File: src/rtl/multicycle_controller_pkg.sv
// Shared types and encodings for the multicycle controller: FSM states,
// RISC-V opcode constants, opcode classes, alu_op / writeback-select codes
// and trap causes.
package multicycle_controller_pkg;

  localparam int unsigned WAIT_W = 8;  // holds TIMEOUT_CYCLES up to 255

  typedef enum logic [2:0] {
    ST_FETCH  = 3'd0,
    ST_DECODE = 3'd1,
    ST_EXEC   = 3'd2,
    ST_MEM    = 3'd3,
    ST_WB     = 3'd4,
    ST_TRAP   = 3'd5
  } state_e;

  localparam logic [6:0] OPC_R      = 7'b0110011;
  localparam logic [6:0] OPC_I_ALU  = 7'b0010011;
  localparam logic [6:0] OPC_LOAD   = 7'b0000011;
  localparam logic [6:0] OPC_STORE  = 7'b0100011;
  localparam logic [6:0] OPC_BRANCH = 7'b1100011;
  localparam logic [6:0] OPC_JAL    = 7'b1101111;
  localparam logic [6:0] OPC_JALR   = 7'b1100111;
  localparam logic [6:0] OPC_LUI    = 7'b0110111;
  localparam logic [6:0] OPC_AUIPC  = 7'b0010111;

  typedef enum logic [3:0] {
    CLS_R       = 4'd0,
    CLS_I_ALU   = 4'd1,
    CLS_LOAD    = 4'd2,
    CLS_STORE   = 4'd3,
    CLS_BRANCH  = 4'd4,
    CLS_JAL     = 4'd5,
    CLS_JALR    = 4'd6,
    CLS_LUI     = 4'd7,
    CLS_AUIPC   = 4'd8,
    CLS_ILLEGAL = 4'd9
  } op_class_e;

  localparam logic [1:0] ALU_ADD   = 2'b00;
  localparam logic [1:0] ALU_SUB   = 2'b01;
  localparam logic [1:0] ALU_FUNCT = 2'b10;

  localparam int unsigned WB_ALU = 0;
  localparam int unsigned WB_MEM = 1;
  localparam int unsigned WB_PC4 = 2;
  localparam int unsigned WB_IMM = 3;

  localparam logic [1:0] CAUSE_NONE    = 2'b00;
  localparam logic [1:0] CAUSE_ILLEGAL = 2'b01;
  localparam logic [1:0] CAUSE_IMEM_TO = 2'b10;
  localparam logic [1:0] CAUSE_DMEM_TO = 2'b11;

endpackage

File: src/rtl/opcode_classifier.sv
// Combinational opcode classifier.
// Ports: opcode_i - instruction[6:0]; class_o - decoded opcode class.
module opcode_classifier
  import multicycle_controller_pkg::*;
(
  input  logic [6:0] opcode_i,
  output op_class_e  class_o
);

  always_comb begin
    case (opcode_i)
      OPC_R:      class_o = CLS_R;
      OPC_I_ALU:  class_o = CLS_I_ALU;
      OPC_LOAD:   class_o = CLS_LOAD;
      OPC_STORE:  class_o = CLS_STORE;
      OPC_BRANCH: class_o = CLS_BRANCH;
      OPC_JAL:    class_o = CLS_JAL;
      OPC_JALR:   class_o = CLS_JALR;
      OPC_LUI:    class_o = CLS_LUI;
      OPC_AUIPC:  class_o = CLS_AUIPC;
      default:    class_o = CLS_ILLEGAL;
    endcase
  end

endmodule

File: src/rtl/multicycle_controller.sv
// Multicycle RISC-V control FSM (FETCH/DECODE/EXEC/MEM/WB/TRAP) with
// memory-ready timeouts, stall freeze and a retired-instruction counter.
// Inputs : clock, reset_n, opcode, imem_ready, dmem_ready, stall, trap_clear
// Outputs: datapath enables, alu_op, three mux selects, trap/trap_cause,
//          retired count.
module multicycle_controller
  import multicycle_controller_pkg::*;
#(
  parameter int unsigned MUX_SEL_W      = 2,
  parameter int unsigned TIMEOUT_CYCLES = 16,
  parameter int unsigned RETIRE_W       = 32
) (
  input  logic                 clock,
  input  logic                 reset_n,
  input  logic [6:0]           opcode,
  input  logic                 imem_ready,
  input  logic                 dmem_ready,
  input  logic                 stall,
  input  logic                 trap_clear,
  output logic                 imem_re,
  output logic                 ir_we,
  output logic                 pc_we,
  output logic                 mem_re,
  output logic                 mem_we,
  output logic                 reg_file_write,
  output logic                 branch_instruction,
  output logic [1:0]           alu_op,
  output logic [MUX_SEL_W-1:0] select_mux_1,
  output logic [MUX_SEL_W-1:0] select_mux_2,
  output logic [MUX_SEL_W-1:0] select_mux_4,
  output logic                 trap,
  output logic [1:0]           trap_cause,
  output logic [RETIRE_W-1:0]  retired
);

  state_e              state_q, state_d;
  op_class_e           class_q, class_d, dec_class;
  logic [WAIT_W-1:0]   wait_q, wait_d;
  logic [RETIRE_W-1:0] retired_q, retired_d;
  logic [1:0]          cause_q, cause_d;
  logic                wait_last, retire;

  opcode_classifier u_classifier (
    .opcode_i (opcode),
    .class_o  (dec_class)
  );

  // Last allowed wait cycle; a ready seen in this cycle still wins.
  assign wait_last = (wait_q == WAIT_W'(TIMEOUT_CYCLES - 1));

  // State and counter registers
  always_ff @(posedge clock or negedge reset_n) begin
    if (!reset_n) begin
      state_q   <= ST_FETCH;
      class_q   <= CLS_R;
      wait_q    <= '0;
      retired_q <= '0;
      cause_q   <= CAUSE_NONE;
    end else begin
      state_q   <= state_d;
      class_q   <= class_d;
      wait_q    <= wait_d;
      retired_q <= retired_d;
      cause_q   <= cause_d;
    end
  end

  // Next state, wait counter, retire and trap cause; stall freezes everything
  always_comb begin
    state_d   = state_q;
    class_d   = class_q;
    wait_d    = wait_q;
    retired_d = retired_q;
    cause_d   = cause_q;
    retire    = 1'b0;
    if (!stall) begin
      case (state_q)
        ST_FETCH: begin
          if (imem_ready) begin
            state_d = ST_DECODE;
          end else if (wait_last) begin
            state_d = ST_TRAP;
            cause_d = CAUSE_IMEM_TO;
          end
        end
        ST_DECODE: begin
          class_d = dec_class;
          if (dec_class == CLS_ILLEGAL) begin
            state_d = ST_TRAP;
            cause_d = CAUSE_ILLEGAL;
          end else begin
            state_d = ST_EXEC;
          end
        end
        ST_EXEC: begin
          case (class_q)
            CLS_LOAD, CLS_STORE: state_d = ST_MEM;
            CLS_BRANCH: begin
              state_d = ST_FETCH;
              retire  = 1'b1;
            end
            default: state_d = ST_WB;
          endcase
        end
        ST_MEM: begin
          if (dmem_ready) begin
            if (class_q == CLS_STORE) begin
              state_d = ST_FETCH;
              retire  = 1'b1;
            end else begin
              state_d = ST_WB;
            end
          end else if (wait_last) begin
            state_d = ST_TRAP;
            cause_d = CAUSE_DMEM_TO;
          end
        end
        ST_WB: begin
          state_d = ST_FETCH;
          retire  = 1'b1;
        end
        ST_TRAP: begin
          if (trap_clear) begin
            state_d = ST_FETCH;
            cause_d = CAUSE_NONE;
          end
        end
        default: state_d = ST_FETCH;
      endcase
      // Counter restarts on any state change and counts only while waiting on a ready
      if (state_d != state_q) begin
        wait_d = '0;
      end else if (state_q == ST_FETCH || state_q == ST_MEM) begin
        wait_d = wait_q + WAIT_W'(1);
      end
      if (retire) begin
        retired_d = retired_q + RETIRE_W'(1);
      end
    end
  end

  // Moore output decode from state and latched class
  always_comb begin
    imem_re            = 1'b0;
    ir_we              = 1'b0;
    pc_we              = 1'b0;
    mem_re             = 1'b0;
    mem_we             = 1'b0;
    reg_file_write     = 1'b0;
    branch_instruction = 1'b0;
    alu_op             = ALU_ADD;
    select_mux_1       = '0;
    select_mux_2       = '0;
    select_mux_4       = '0;
    trap               = 1'b0;
    case (state_q)
      ST_FETCH: begin
        imem_re = 1'b1;
        ir_we   = imem_ready;
      end
      ST_EXEC: begin
        case (class_q)
          CLS_R: alu_op = ALU_FUNCT;
          CLS_I_ALU: begin
            alu_op       = ALU_FUNCT;
            select_mux_2 = MUX_SEL_W'(1);
          end
          CLS_LOAD, CLS_STORE: begin
            alu_op       = ALU_ADD;
            select_mux_2 = MUX_SEL_W'(1);
          end
          CLS_BRANCH: begin
            alu_op             = ALU_SUB;
            branch_instruction = 1'b1;
            pc_we              = 1'b1;
          end
          default: alu_op = ALU_ADD;
        endcase
      end
      ST_MEM: begin
        mem_re = (class_q == CLS_LOAD);
        mem_we = (class_q == CLS_STORE);
        // PC advances only on the completing cycle of a store, never per wait cycle
        pc_we  = (class_q == CLS_STORE) && dmem_ready;
      end
      ST_WB: begin
        reg_file_write = 1'b1;
        pc_we          = 1'b1;
        case (class_q)
          CLS_LOAD:          select_mux_4 = MUX_SEL_W'(WB_MEM);
          CLS_JAL, CLS_JALR: select_mux_4 = MUX_SEL_W'(WB_PC4);
          CLS_LUI:           select_mux_4 = MUX_SEL_W'(WB_IMM);
          default:           select_mux_4 = MUX_SEL_W'(WB_ALU);
        endcase
      end
      ST_TRAP: trap = 1'b1;
      default: ;
    endcase
    // Operand A comes from the PC for PC-relative classes while an instruction is in flight
    if ((state_q == ST_EXEC || state_q == ST_MEM || state_q == ST_WB) &&
        (class_q == CLS_AUIPC || class_q == CLS_JAL || class_q == CLS_BRANCH)) begin
      select_mux_1 = MUX_SEL_W'(1);
    end
    // Enables drop immediately under stall or while reset is held
    if (stall || !reset_n) begin
      imem_re        = 1'b0;
      ir_we          = 1'b0;
      pc_we          = 1'b0;
      mem_re         = 1'b0;
      mem_we         = 1'b0;
      reg_file_write = 1'b0;
    end
  end

  assign trap_cause = cause_q;
  assign retired    = retired_q;

endmodule

File: config.mk
export PLATFORM = sky130hd
export DESIGN_NAME = multicycle_controller
export DESIGN_NICKNAME = d
export VERILOG_FILES = /design/src/rtl/multicycle_controller_pkg.sv /design/src/rtl/opcode_classifier.sv /design/src/rtl/multicycle_controller.sv
export SDC_FILE = /design/constraint.sdc
export NUM_CORES = 1
export LEC_CHECK = 0
export ABC_AREA = 1
export CAP_MARGIN = 5
export CORE_MARGIN = 2
export CORE_UTILIZATION = 50
export CTS_CLUSTER_DIAMETER = 60
export DETAILED_ROUTE_END_ITERATION = 12
export PLACE_DENSITY = 0.82
export SLEW_MARGIN = 20
export SYNTH_ARGS = -nofsm -noshare
export SYNTH_HDL_FRONTEND = slang
export SYNTH_HIERARCHICAL = 1
export SYNTH_SLANG_ARGS = --single-unit
File: constraint.sdc
create_clock -name clock -period 1.9 [get_ports clock]
set_input_delay 0.38 -clock clock [delete_from_list [all_inputs] [get_ports clock]]
set_output_delay 0.38 -clock clock [all_outputs]
set_load 0.02 [all_outputs]
==> impl_metrics.ini <==
[outcome]
status = complete, but fails checks
failed_checks = negative setup slack

[floorplanning]
die_w_um = 86.2
initial_core_util_pct = 52.3
die_h_um = 86.2
row_count = 29
io_pins = 63
coreArea_um2 = 6460
die_area_um2 = 7430

[logic_synthesis]
synth_top_area_share_pct = 36.3
syn_avg_cell_area_um2 = 6.66
yosys_register_bits = 49
ys_types = 34
yosys.area.top_type = dfrtp_1
async_reset_ff_share_pct = 100
ys.flop_type = dfrtp_1
ys_warn_count = 6
synth_area_um2 = 3380
synth_edf_count = 0
ys_seq_area_share_pct = 36.3
ys_top_cells_by_area = dfrtp_1 (36%), nand2_1 (18%), nor2_1 (8.0%)
synthCells = 507
yosysMostFrequentCell = nand2_1
synthTopCellsByCount = nand2_1 (160), nor2_1 (72), inv_1 (68)

[global_route]
antenna_found_initial = 0
grt_use_total_pct = 28.5
grt_pass1_vias = 3626
grt_max_degree = 50
grt_pass1_wl_um = 17000
grt_overflow = 0

[pwr]
ir_drop_v = 0.000730
p_total_mw = 4.79
leakage_nw = 2.48
power_density_nw_per_um2 = 942

[route]
vias_per_cell = 5.58
ant_nets = 0
vias = 3975
wire_per_inst_um = 17.1
wl_um = 12200
drcViolationCount = 0
first_pass_iters = 5
drt-initial-drc-count = 322

[timing]
timing.hold.ws_ps = 152
finalSetupTns_ps = -1620
finalSetupViolations = 19
grt_setup_unrepaired = true
slew_viol_final = 0
final_hold_viol_count = 0
max_slew_margin_pct = 56.2
max_freq_mhz = 474
min_period_ps = 2110
tightest_slew_ps = 657
timing.final.ws_setup_ps = -210
skew_ps = 23.7
post-route-period-util_pct = 111

[clocking]
insertion_delay_ps = 330
cts-buffers-inserted = 5
cts_tree = done
clockBufferDepth = 2
numClockSinks = 49
cts_root_buf = clkbuf_8
htreeDepth = 2
clkTransAtPathRegs_ps = 120

[worst_setup_path]
critPathArrivalTime_ps = 1730
startpoint = state_q[1]
required_ps = 1520
cp_max_fo = 4
start_kind = flop
rr_startpoint = state_q[1]
end_kind = output port
critical_path_class = reg -> out

[place]
placed_area_um2 = 4370
io_buffers = 60
hpwl_um = 7200
gp_congestion = 0.952

[layout]
drive_above_1_share_pct = 33.2
final_area_um2 = 5080
final_util_pct = 78.7
antenna_cells = 0
area_growth_pct = 50.5
fin_nets = 650

[min_path]
worstHoldPathType = in -> async

[flow_run]
maxCapViolCount = 0
-- placed cells by master (no fill, tap or decap), types with 15 or more instances in the layout --
cell type / Yosys / final
clkdlybuf4s50_1: 0 / 38
inv_1: 68 / 53
nand3_1: 42 / 31
buf_6: 1 / 17
nor2_4: 3 / 15
nor2_1: 72 / 48
buf_4: 4 / 67
xor2_1: 27 / 27
nand2_2: 1 / 27
nand2_1: 160 / 126
dfrtp_1: 49 / 45
-- routing by layer --
layer | track usage, % | wire length, um | share of wire, %
met5 | 0 | 0 | 0
met1 | 37.7 | 4580 | 38
met3 | 3.43 | 798 | 6.5
met4 | 7.81 | 726 | 6.0
met2 | 49.3 | 6080 | 50
-- flip-flops by register name (all words and copies together) (netlist names) --
register and cells:
class_q 4, wait_q 8, state_q 3, trap_cause 2, retired 32
-- logic make-up (layout without fill, tap and decap cells) --
family,after synthesis,after routing,share of synthesized area [%]
and+or+nand+nor,314,314,39.8
buffers and inverters,79,207,9.56
DFF,49,49,36.3
xor gates and xnor gates,34,34,8.82
AOI/OAI and AO/OA,28,28,4.63
adders and majority gates,2,2,0.741
other,1,2,0.111
-- power breakdown --
group | switching [mW] | leakage [nW] | internal, mW
clock | 0.402 | 0.0445 | 0.263
combinational | 1.43 | 1.81 | 1.13
sequential | 0.303 | 0.629 | 1.26
-- critical path: stages, from the launching register on --
cell and delay [ps]:
dfrtp_2 500, nor2_4 160, buf_6 130, nand2_8 60, a221oi_2 350, buf_4 210
-- final timing paths --
kind / end / slack, ps / depth (start not counted)
setup / recovery: select_mux_1[0] / -210 / 5
hold / removal: trap_cause[1] / 150 / 2
setup reg to reg: wait_q[0] / -80 / 12
hold reg to reg: trap_cause[1] / 500 / 2
max in group asynchronous: state_q[2] / 1230 / 2
min in group clock: trap_cause[1] / 500 / 2
-- through the flow --
stage               instances  setup slack (ps)
finish                    713              -210
global route              713              -236
CTS                       710             -42.1
detailed placement        682              -852
global placement          682              -652
floorplan                 508              8.67
-- final cells by class --
type	count	area, um^2
fill	439	1380
clock inverter	3	21.3
inverter	71	287
tap	77	96.3
clock buffer	5	68.8
timing repair buffer	128	1140
sequential	49	1230
multi-input combinational	380	2230
-- what timing repair did --
item,CTS,global route
cloned,0,0
pin swaps,35,40
endpoints found under the setup margin,28,36
gates resized for setup,153,105
hold buffers,0,0
buffers inserted,21,4
(Power assumes the default switching activity.)
